===== src/rtl/seg_scan_n.sv =====
// seg_scan_n: multiplexed seven-segment scanner with dwell, blank gaps, enable mask and snapshots.
// Optional brightness PWM on the select lines when SEG_SCAN_N_BRIGHT_EN is defined.
module seg_scan_n #(
  parameter int DIGITS    = 6,
  parameter int DIV_W     = 16,
  parameter int BLANK_CYC = 2
) (
  input  logic                  clk,
  input  logic                  rst,
  input  logic [8*DIGITS-1:0]   seg_data_in,
  input  logic [DIGITS-1:0]     digit_en,
  input  logic [DIV_W-1:0]      scan_div,
  input  logic [3:0]            bright,
  output logic [DIGITS-1:0]     seg_sel,
  output logic [7:0]            seg_data,
  output logic                  frame_start
);
  localparam int PW = $clog2(DIGITS);
  localparam int BW = $clog2(BLANK_CYC + 1);
  localparam int CW = DIV_W > BW ? DIV_W : BW;
  typedef enum logic {BLANK, SHOW} state_t;
  state_t            state, state_n;
  logic [CW-1:0]     cnt, cnt_n;
  logic [PW-1:0]     ptr, ptr_n, nxt, low;
  logic [DIV_W-1:0]  div_q, div_n;
  logic [DIGITS-1:0] sel_q, sel_n;
  logic [7:0]        data_q, data_n;
  logic              fs_q, fs_n, found;
  // Next enabled digit after ptr, wrapping, with ptr itself tried last.
  always_comb begin
    found = 1'b0;
    nxt   = ptr;
    for (int i = 1; i <= DIGITS; i++)
      if (!found && digit_en[PW'((int'(ptr) + i) % DIGITS)]) begin
        found = 1'b1;
        nxt   = PW'((int'(ptr) + i) % DIGITS);
      end
  end
  always_comb begin
    low = '0;
    for (int i = DIGITS - 1; i >= 0; i--)
      if (digit_en[i]) low = PW'(i);
  end
  always_comb begin
    state_n = state;
    cnt_n   = cnt + CW'(1);
    ptr_n   = ptr;
    div_n   = div_q;
    sel_n   = sel_q;
    data_n  = data_q;
    fs_n    = 1'b0;
    if (state == BLANK) begin
      if (cnt == CW'(BLANK_CYC - 1)) begin
        cnt_n = '0;
        if (found) begin
          state_n = SHOW;
          ptr_n   = nxt;
          sel_n   = ~(DIGITS'(1) << nxt);
          data_n  = seg_data_in[8*int'(nxt) +: 8];
          div_n   = scan_div;
          fs_n    = nxt == low;
        end
      end
    end else if (!digit_en[ptr] || cnt == CW'(div_q)) begin
      state_n = BLANK;
      cnt_n   = '0;
      sel_n   = '1;
      data_n  = 8'hFF;
    end
  end
  always_ff @(posedge clk) begin
    if (rst) begin
      state  <= BLANK;
      cnt    <= '0;
      ptr    <= PW'(DIGITS - 1);
      div_q  <= '0;
      sel_q  <= '1;
      data_q <= 8'hFF;
      fs_q   <= 1'b0;
    end else begin
      state  <= state_n;
      cnt    <= cnt_n;
      ptr    <= ptr_n;
      div_q  <= div_n;
      sel_q  <= sel_n;
      data_q <= data_n;
      fs_q   <= fs_n;
    end
  end
`ifdef SEG_SCAN_N_BRIGHT_EN
  logic [3:0] pwm;
  always_ff @(posedge clk) pwm <= rst ? 4'd0 : pwm + 4'd1;
  // sel_q is all ones outside SHOW, so gating it alone is enough.
  assign seg_sel = (bright == 4'd15 || pwm < bright) ? sel_q : '1;
`else
  logic bright_unused;
  assign bright_unused = ^bright;
  assign seg_sel = sel_q;
`endif
  assign seg_data    = data_q;
  assign frame_start = fs_q;
endmodule


===== config.mk =====
export PLATFORM = sky130hd
export DESIGN_NAME = seg_scan_n
export DESIGN_NICKNAME = d
export VERILOG_FILES = /design/src/rtl/seg_scan_n.sv
export SDC_FILE = /design/constraint.sdc
export NUM_CORES = 1
export LEC_CHECK = 0
export CAP_MARGIN = 20
export CORE_MARGIN = 4
export CORE_UTILIZATION = 30
export DETAILED_ROUTE_END_ITERATION = 10
export HOLD_SLACK_MARGIN = 0.05
export SYNTH_ARGS = -nofsm -noshare
export SYNTH_HDL_FRONTEND = slang
export SYNTH_SLANG_ARGS = --single-unit

===== constraint.sdc =====
create_clock -name clk -period 4.8 [get_ports clk]
set_input_delay 0.48 -clock clk [delete_from_list [all_inputs] [get_ports clk]]
set_output_delay 0.48 -clock clk [all_outputs]
set_load 0.005 [all_outputs]

==> flow_metrics.env, run 1 <==
export IMPL_antenna_found_initial=0
export IMPL_worst_ep_required_time_ns=5.01
export IMPL_cp_endpoint="seg_data[5]"
export IMPL_finalSetupTns_ns=0
export IMPL_cts_tree="built"
export IMPL_cts_max_level=2
export IMPL_clk_latency_ns=0.29
export IMPL_finalClockSkew_ns=0.00723
export IMPL_syn_to_final_growth_pct=25.4
export IMPL_fillCellCount=1473
export IMPL_grt_max_degree=47
export IMPL_rrSetupSlack_ns=0.49
export IMPL_die_area_um2=16700
export IMPL_drt_initial_drc_count=275
export IMPL_drtPass1Iterations=6
export IMPL_synth_seq_cells=51
export IMPL_netlist_instances=532
export IMPL_root_buffer="clkbuf_16"
export IMPL_synth_distinct_cells=76
export IMPL_path_max_fanout=10
export IMPL_ys_seq_area_share_pct=23.2
export IMPL_seq_area_um2=1020
export IMPL_finish_utilization_pct=38.2
export IMPL_path_class="reg2reg"
export IMPL_fin_cells=783
export IMPL_syn_num_nets=620
export IMPL_hold_violations=0
export IMPL_synthTopCellsByCount="58 x nor2_1, 51 x dfxtp_1, 40 x a221oi_1"
export IMPL_multiInputGateArea_um2=3140
export IMPL_numCtsBuffers=5
export IMPL_rr_endpoint="seg_data[5]"
export IMPL_internal_power_w=0.00168
export IMPL_crit_arrival_ns=4.52
export IMPL_drive_gt1_share_pct=9.52
export IMPL_antenna_cells=0
export IMPL_core_region_area_um2=14500
export IMPL_die_w_um=129
export IMPL_setup_violations=0
export IMPL_worstSetupStartpointType="register"
export IMPL_slew_headroom_pct=34.2
export IMPL_power_frac_seq_pct=17.8
export IMPL_fp_dieH_um=129
export IMPL_slew_violations=0
export IMPL_ctsLongestPathBuffers=2
export IMPL_hp_class="reg2reg"
export IMPL_rr_worst_depth=13
export IMPL_post_cts_buffers=0
export IMPL_io_buffers=86
export IMPL_vias=4530
export IMPL_fin_nets=686
export IMPL_synth_ff_type="dfxtp_1"
export IMPL_grt_pass1_wl_um=21100
export IMPL_switching_share_pct=48.5
export IMPL_synth_area_leaders="dfxtp_1 23%, a221oi_1 8.0%, mux2i_1 6.4%"
export IMPL_synth_edff_count=0
export IMPL_p_per_area_nw_per_um2=591
export IMPL_drtAntennaViolNets=0
export IMPL_placedCellCount=775
export IMPL_p_clk_share_pct=10.5
export IMPL_rows=44
export IMPL_wire_per_inst_um=17.1
export IMPL_grt_overflow=0
export IMPL_pin_count=91
export IMPL_rsz0062_at_grt="false"
export IMPL_place_congestion=0.919
export IMPL_viasPerCell=5.79
export IMPL_comb_power_share_pct=71.6
export IMPL_synth_warnings=0
export IMPL_period_needed_ns=4.31
export IMPL_clock_sinks=51
export IMPL_status="finished, final reports clean"
export IMPL_yosys_area_top_type="dfxtp_1"
export IMPL_cap_violations=0
export IMPL_cellLeakagePower_nw=2.07
export IMPL_cp_startpoint="ptr[0]"
export IMPL_power_switching_w=0.00158
export IMPL_period_share_pct=89.8
export IMPL_path_clk_slew_ns=0.07
export IMPL_start_util_pct=30.4
export IMPL_crit_path_end_kind="register"
export IMPL_worstMarginPinSlew_ns=0.984
export IMPL_grt_total_usage_pct=15.3
export IMPL_clock_fmax_ghz=0.232
export IMPL_ir_worst_vdd_mv=0.244
export IMPL_drc=0
export IMPL_async_flop_share_pct=0
export IMPL_wirelength_um=13400
export IMPL_netlist_area_um2=4410
export IMPL_grt_pass1_vias=4174
export IMPL_synth_top_area_share_pct=23.2
export IMPL_avgSynthCellArea_um2=8.28
export IMPL_hpwl_um=10200
export IMPL_r2r_start="ptr[0]"
export IMPL_synth_most_common_cell="nor2_1"
export IMPL_fin_hold_ws_ns=0.473
## what timing repair did
item                                    CTS  global route
gates resized for setup                   0             2
endpoints found under the setup margin    0             1
hold buffers                              0             0
endpoints found under the hold margin     0             0
## state kept, by name, summed over array words and instances (netlist names)
name,cells
cnt,16
div_q,16
frame_start,1
ptr,3
seg_data,8
seg_sel,6
state,1
## final cells by class
class                           count  area share [%]
Clock buffer                        6            2.33
Timing Repair Buffer               95            16.8
Inverter                           16            1.09
Clock inverter                      2           0.226
Sequential cell                    51            18.5
Multi-Input combinational cell    429            56.9
Tap cell                          184            4.17
## per-layer routing
metal | part of all wire (%) | vias to the layer above | global-route usage (%)
met4 | 2.3 | 0 | 4.88
li1 | - | 2196 | -
met1 | 43 | 2160 | 19.5
met5 | 0 | - | 0
met2 | 50 | 153 | 26.7
met3 | 4.9 | 21 | 2.02
## cells by family (layout without fill, tap and decap cells)
logic type                 count (synthesis)  after routing  share of synthesized area [%]
adders and majority gates                 12             12                           3.41
muxes                                     38             38                           9.17
buffers and inverters                     52            119                           5.51
DFF                                       51             51                           23.2
AOI/OAI and AO/OA                        184            184                           32.5
and+or+nand+nor                          157            157                           18.1
xor gates and xnor gates                  38             38                           8.15
## how the worst min path moves through the flow
stage	start	to	slack (ns)	cells past startpoint
final	seg_sel[2]	seg_sel[2]	0.47	2
after global routing	seg_sel[4]	seg_sel[4]	0.52	2
after CTS	seg_sel[2]	seg_sel[2]	0.47	2
after detailed placement	seg_sel[0]	seg_sel[0]	0.46	2
after global placement	seg_sel[2]	seg_sel[2]	0.45	2
after floorplan	seg_sel[0]	seg_sel[0]	0.46	2
## per-stage QoR
step           setup slack, ns  cell area (um2)  total power [W]
4_1_cts                  0.440             5530          0.00325
6_report                 0.491             5530          0.00326
5_1_grt                 0.0820             5530          0.00351
2_1_floorplan            0.735             4410          0.00233
3_3_place_gp             0.542             5380          0.00285
3_5_place_dp             0.458             5380          0.00289
## worst max-delay path: stages, from the launching register on
cell	delay, ns
dfxtp_2	0.36
ha_1	0.33
xnor2_1	0.40
ha_1	0.31
nor2b_1	0.26
a21oi_1	0.13
a211oi_2	0.34
mux2i_1	0.41
a21oi_2	0.14
o22ai_1	0.55
mux2_2	0.42
a221oi_1	0.11
a22o_1	0.30
a22oi_1	0.17
## power by group through the flow
stage / Sequential, W / Combinational (W) / Clock [W]
6_report: 0.000582 / 0.00234 / 0.000344
5_1_grt: 0.000594 / 0.00255 / 0.000368
4_1_cts: 0.000583 / 0.00232 / 0.000351
3_5_place_dp: 0.000592 / 0.00230 / 0
3_3_place_gp: 0.000590 / 0.00226 / 0
2_1_floorplan: 0.000577 / 0.00176 / 0
## placed cells by master (no fill, tap or decap), types with 4 or more instances in the layout
cell / Yosys / routed
a21oi_1: 26 / 26
a221o_1: 10 / 10
a221oi_1: 40 / 40
a22o_1: 5 / 5
a22oi_1: 23 / 23
and2_1: 5 / 5
and3_1: 7 / 7
buf_4: 1 / 9
clkbuf_16: 0 / 5
clkdlybuf4s50_1: 0 / 86
dfxtp_1: 51 / 50
ha_1: 12 / 12
inv_1: 12 / 12
mux2_2: 9 / 9
mux2i_1: 28 / 28
nand2_1: 21 / 21
nand3_1: 16 / 16
nand4_1: 6 / 6
nor2_1: 58 / 58
nor2b_1: 4 / 4
nor3_1: 5 / 5
nor4_1: 10 / 10
o211ai_1: 4 / 4
o21a_1: 4 / 4
o21ai_0: 9 / 9
o21ai_1: 5 / 5
o22ai_1: 12 / 12
o2bb2ai_1: 5 / 5
xnor2_1: 11 / 11
xor2_1: 25 / 25
Power figures use the tool's default switching activity.
==> run 2: changes to the inputs <==
Settings changed: CORE_UTILIZATION 30 to 53, PLACE_DENSITY from default to 0.82.
==> flow_metrics.env, run 2 (same netlist as run 1, synthesis figures left out) <==
export IMPL_path_clk_slew_ns=0.08
export IMPL_fp_dieH_um=99.2
export IMPL_clk_latency_ns=0.30
export IMPL_path_cells="ha_1, xnor2_1, ha_1, nor2b_1, a21oi_1, a211oi_2, mux2i_1, a2bb2oi_1, nor3b_4, a21oi_1, inv_1, a221oi_1, a22o_1, o31ai_2"
export IMPL_crit_arrival_ns=4.64
export IMPL_wirelength_um=12500
export IMPL_clock_sinks=51
export IMPL_worst_ep_required_time_ns=5.01
export IMPL_viasPerCell=6.52
export IMPL_finalSetupTns_ns=0
export IMPL_wire_per_inst_um=17.9
export IMPL_rsz0062_at_grt="false"
export IMPL_slew_violations=0
export IMPL_numCtsBuffers=5
export IMPL_slew_headroom_pct=33.8
export IMPL_crit_family="compound AO/OA/AOI/OAI gates"
export IMPL_post_cts_buffers=0
export IMPL_cellLeakagePower_nw=2.04
export IMPL_antenna_cells=0
export IMPL_fin_nets=685
export IMPL_grt_overflow=0
export IMPL_hold_buffers=0
export IMPL_path_max_fanout=11
export IMPL_placedCellCount=692
export IMPL_die_w_um=99.2
export IMPL_crit_buf_inv=1
export IMPL_io_buffers=86
export IMPL_p_per_area_nw_per_um2=589
export IMPL_hp_class="reg2reg"
export IMPL_period_needed_ns=4.42
export IMPL_path_class="reg2reg"
export IMPL_rows=32
export IMPL_status="finished, final reports clean"
export IMPL_syn_to_final_growth_pct=21.9
export IMPL_post_place_ws_ns=0.415
export IMPL_max_stage_delay_ns=0.52
export IMPL_hold_violations=0
export IMPL_drive_gt1_share_pct=9.40
export IMPL_pin_count=91
export IMPL_grt_pass1_wl_um=20600
export IMPL_clock_fmax_ghz=0.226
export IMPL_ctsLongestPathBuffers=2
export IMPL_cts_max_level=2
export IMPL_drtAntennaViolNets=0
export IMPL_grt_total_usage_pct=24.5
export IMPL_antenna_found_initial=0
export IMPL_place_congestion=0.905
export IMPL_period_share_pct=92.1
export IMPL_root_buffer="clkbuf_8"
export IMPL_core_region_area_um2=7890
export IMPL_drc=0
export IMPL_drt_initial_drc_count=304
export IMPL_setup_violations=0
export IMPL_grt_pass1_vias=4275
export IMPL_layout_setup_ws_ns=0.379
export IMPL_final_common_cell="clkdlybuf4s50_1"
export IMPL_vias=4548
export IMPL_cts_tree="built"
export IMPL_worstSetupStartpointType="register"
export IMPL_fin_cells=698
export IMPL_critical_path_slowest_cell="nor3b_4"
export IMPL_die_area_um2=9840
export IMPL_final_cell_mix="86 x clkdlybuf4s50_1, 58 x nor2_1, 50 x dfxtp_1"
export IMPL_ir_worst_vdd_mv=0.304
export IMPL_drtPass1Iterations=5
export IMPL_start_util_pct=55.9
export IMPL_cap_violations=0
export IMPL_grt_max_degree=47
export IMPL_finalClockSkew_ns=0.00648
export IMPL_crit_path_end_kind="register"
export IMPL_hpwl_um=9400
export IMPL_worstMarginPinSlew_ns=0.991
==> run 2: cell types whose count changed in the layout (fill, tap and decap cells not counted), sizes merged <==
cell	previous run	this run
buf	9	8
clkinv	2	1
clkinvlp	1	0
==> run 2: timing repair <==
item | 4_1_cts | 5_1_grt
gates resized for setup | 0 | 4
hold endpoints to repair | 0 | 0
endpoints found under the setup margin | 0 | 5
==> run 2: layout make-up <==
type / count / area [um2]
multi-input cells: 429 / 3170
fillers: 613 / 2510
flip-flops and latches: 51 / 1020
repair buffers: 94 / 921
well taps: 102 / 128
clock buffers: 6 / 72.6
inverters: 16 / 60.1
==> run 2: worst paths after layout <==
| path | startpoint | end | slack (ns) | depth (start not counted) |
|---|---|---|---|---|
| max reg2reg | ptr[1] | seg_data[3] | 0.38 | 14 |
| min reg2reg | seg_sel[1] | seg_sel[1] | 0.49 | 2 |
| min | seg_sel[1] | seg_sel[1] | 0.49 | 2 |
| max | ptr[1] | seg_data[3] | 0.38 | 14 |
==> run 2: where the power goes <==
part	switching [W]	leakage, nW	internal (W)
Sequential	0.0000678	0.415	0.000513
Combinational	0.00137	1.59	0.000996
Clock	0.000124	0.0371	0.0000974
Total	0.00156	2.04	0.00161
==> run 2: tightest hold or removal path, stage by stage, from the launching register on <==
cell	delay [ns]
dfxtp_1	0.34
o2bb2ai_1	0.06
nand2_1	0.06
==> run 2: layer usage <==
layer / vias to the layer above / routed length, um / GRT usage (%)
li1: 2190 / - / -
met1: 2182 / 5400 / 32.4
met2: 156 / 6090 / 42.6
met3: 20 / 790 / 3.51
met4: 0 / 210 / 4.94
met5: - / 0 / 0
==> run 2: stage by stage <==
| stage | hold WS, ns | total power (W) | instance area, um2 | utilization, % |
|---|---|---|---|---|
| finish | 0.489 | 0.00317 | 5370 | 68.1 |
| global route | 0.519 | 0.00341 | 5370 | 68.1 |
| CTS | 0.491 | 0.00310 | 5350 | 67.8 |
| detailed placement | 0.456 | 0.00287 | 5270 | 66.9 |
| global placement | 0.458 | 0.00281 | 5270 | 66.9 |
| floorplan | 0.457 | 0.00233 | 4410 | - |
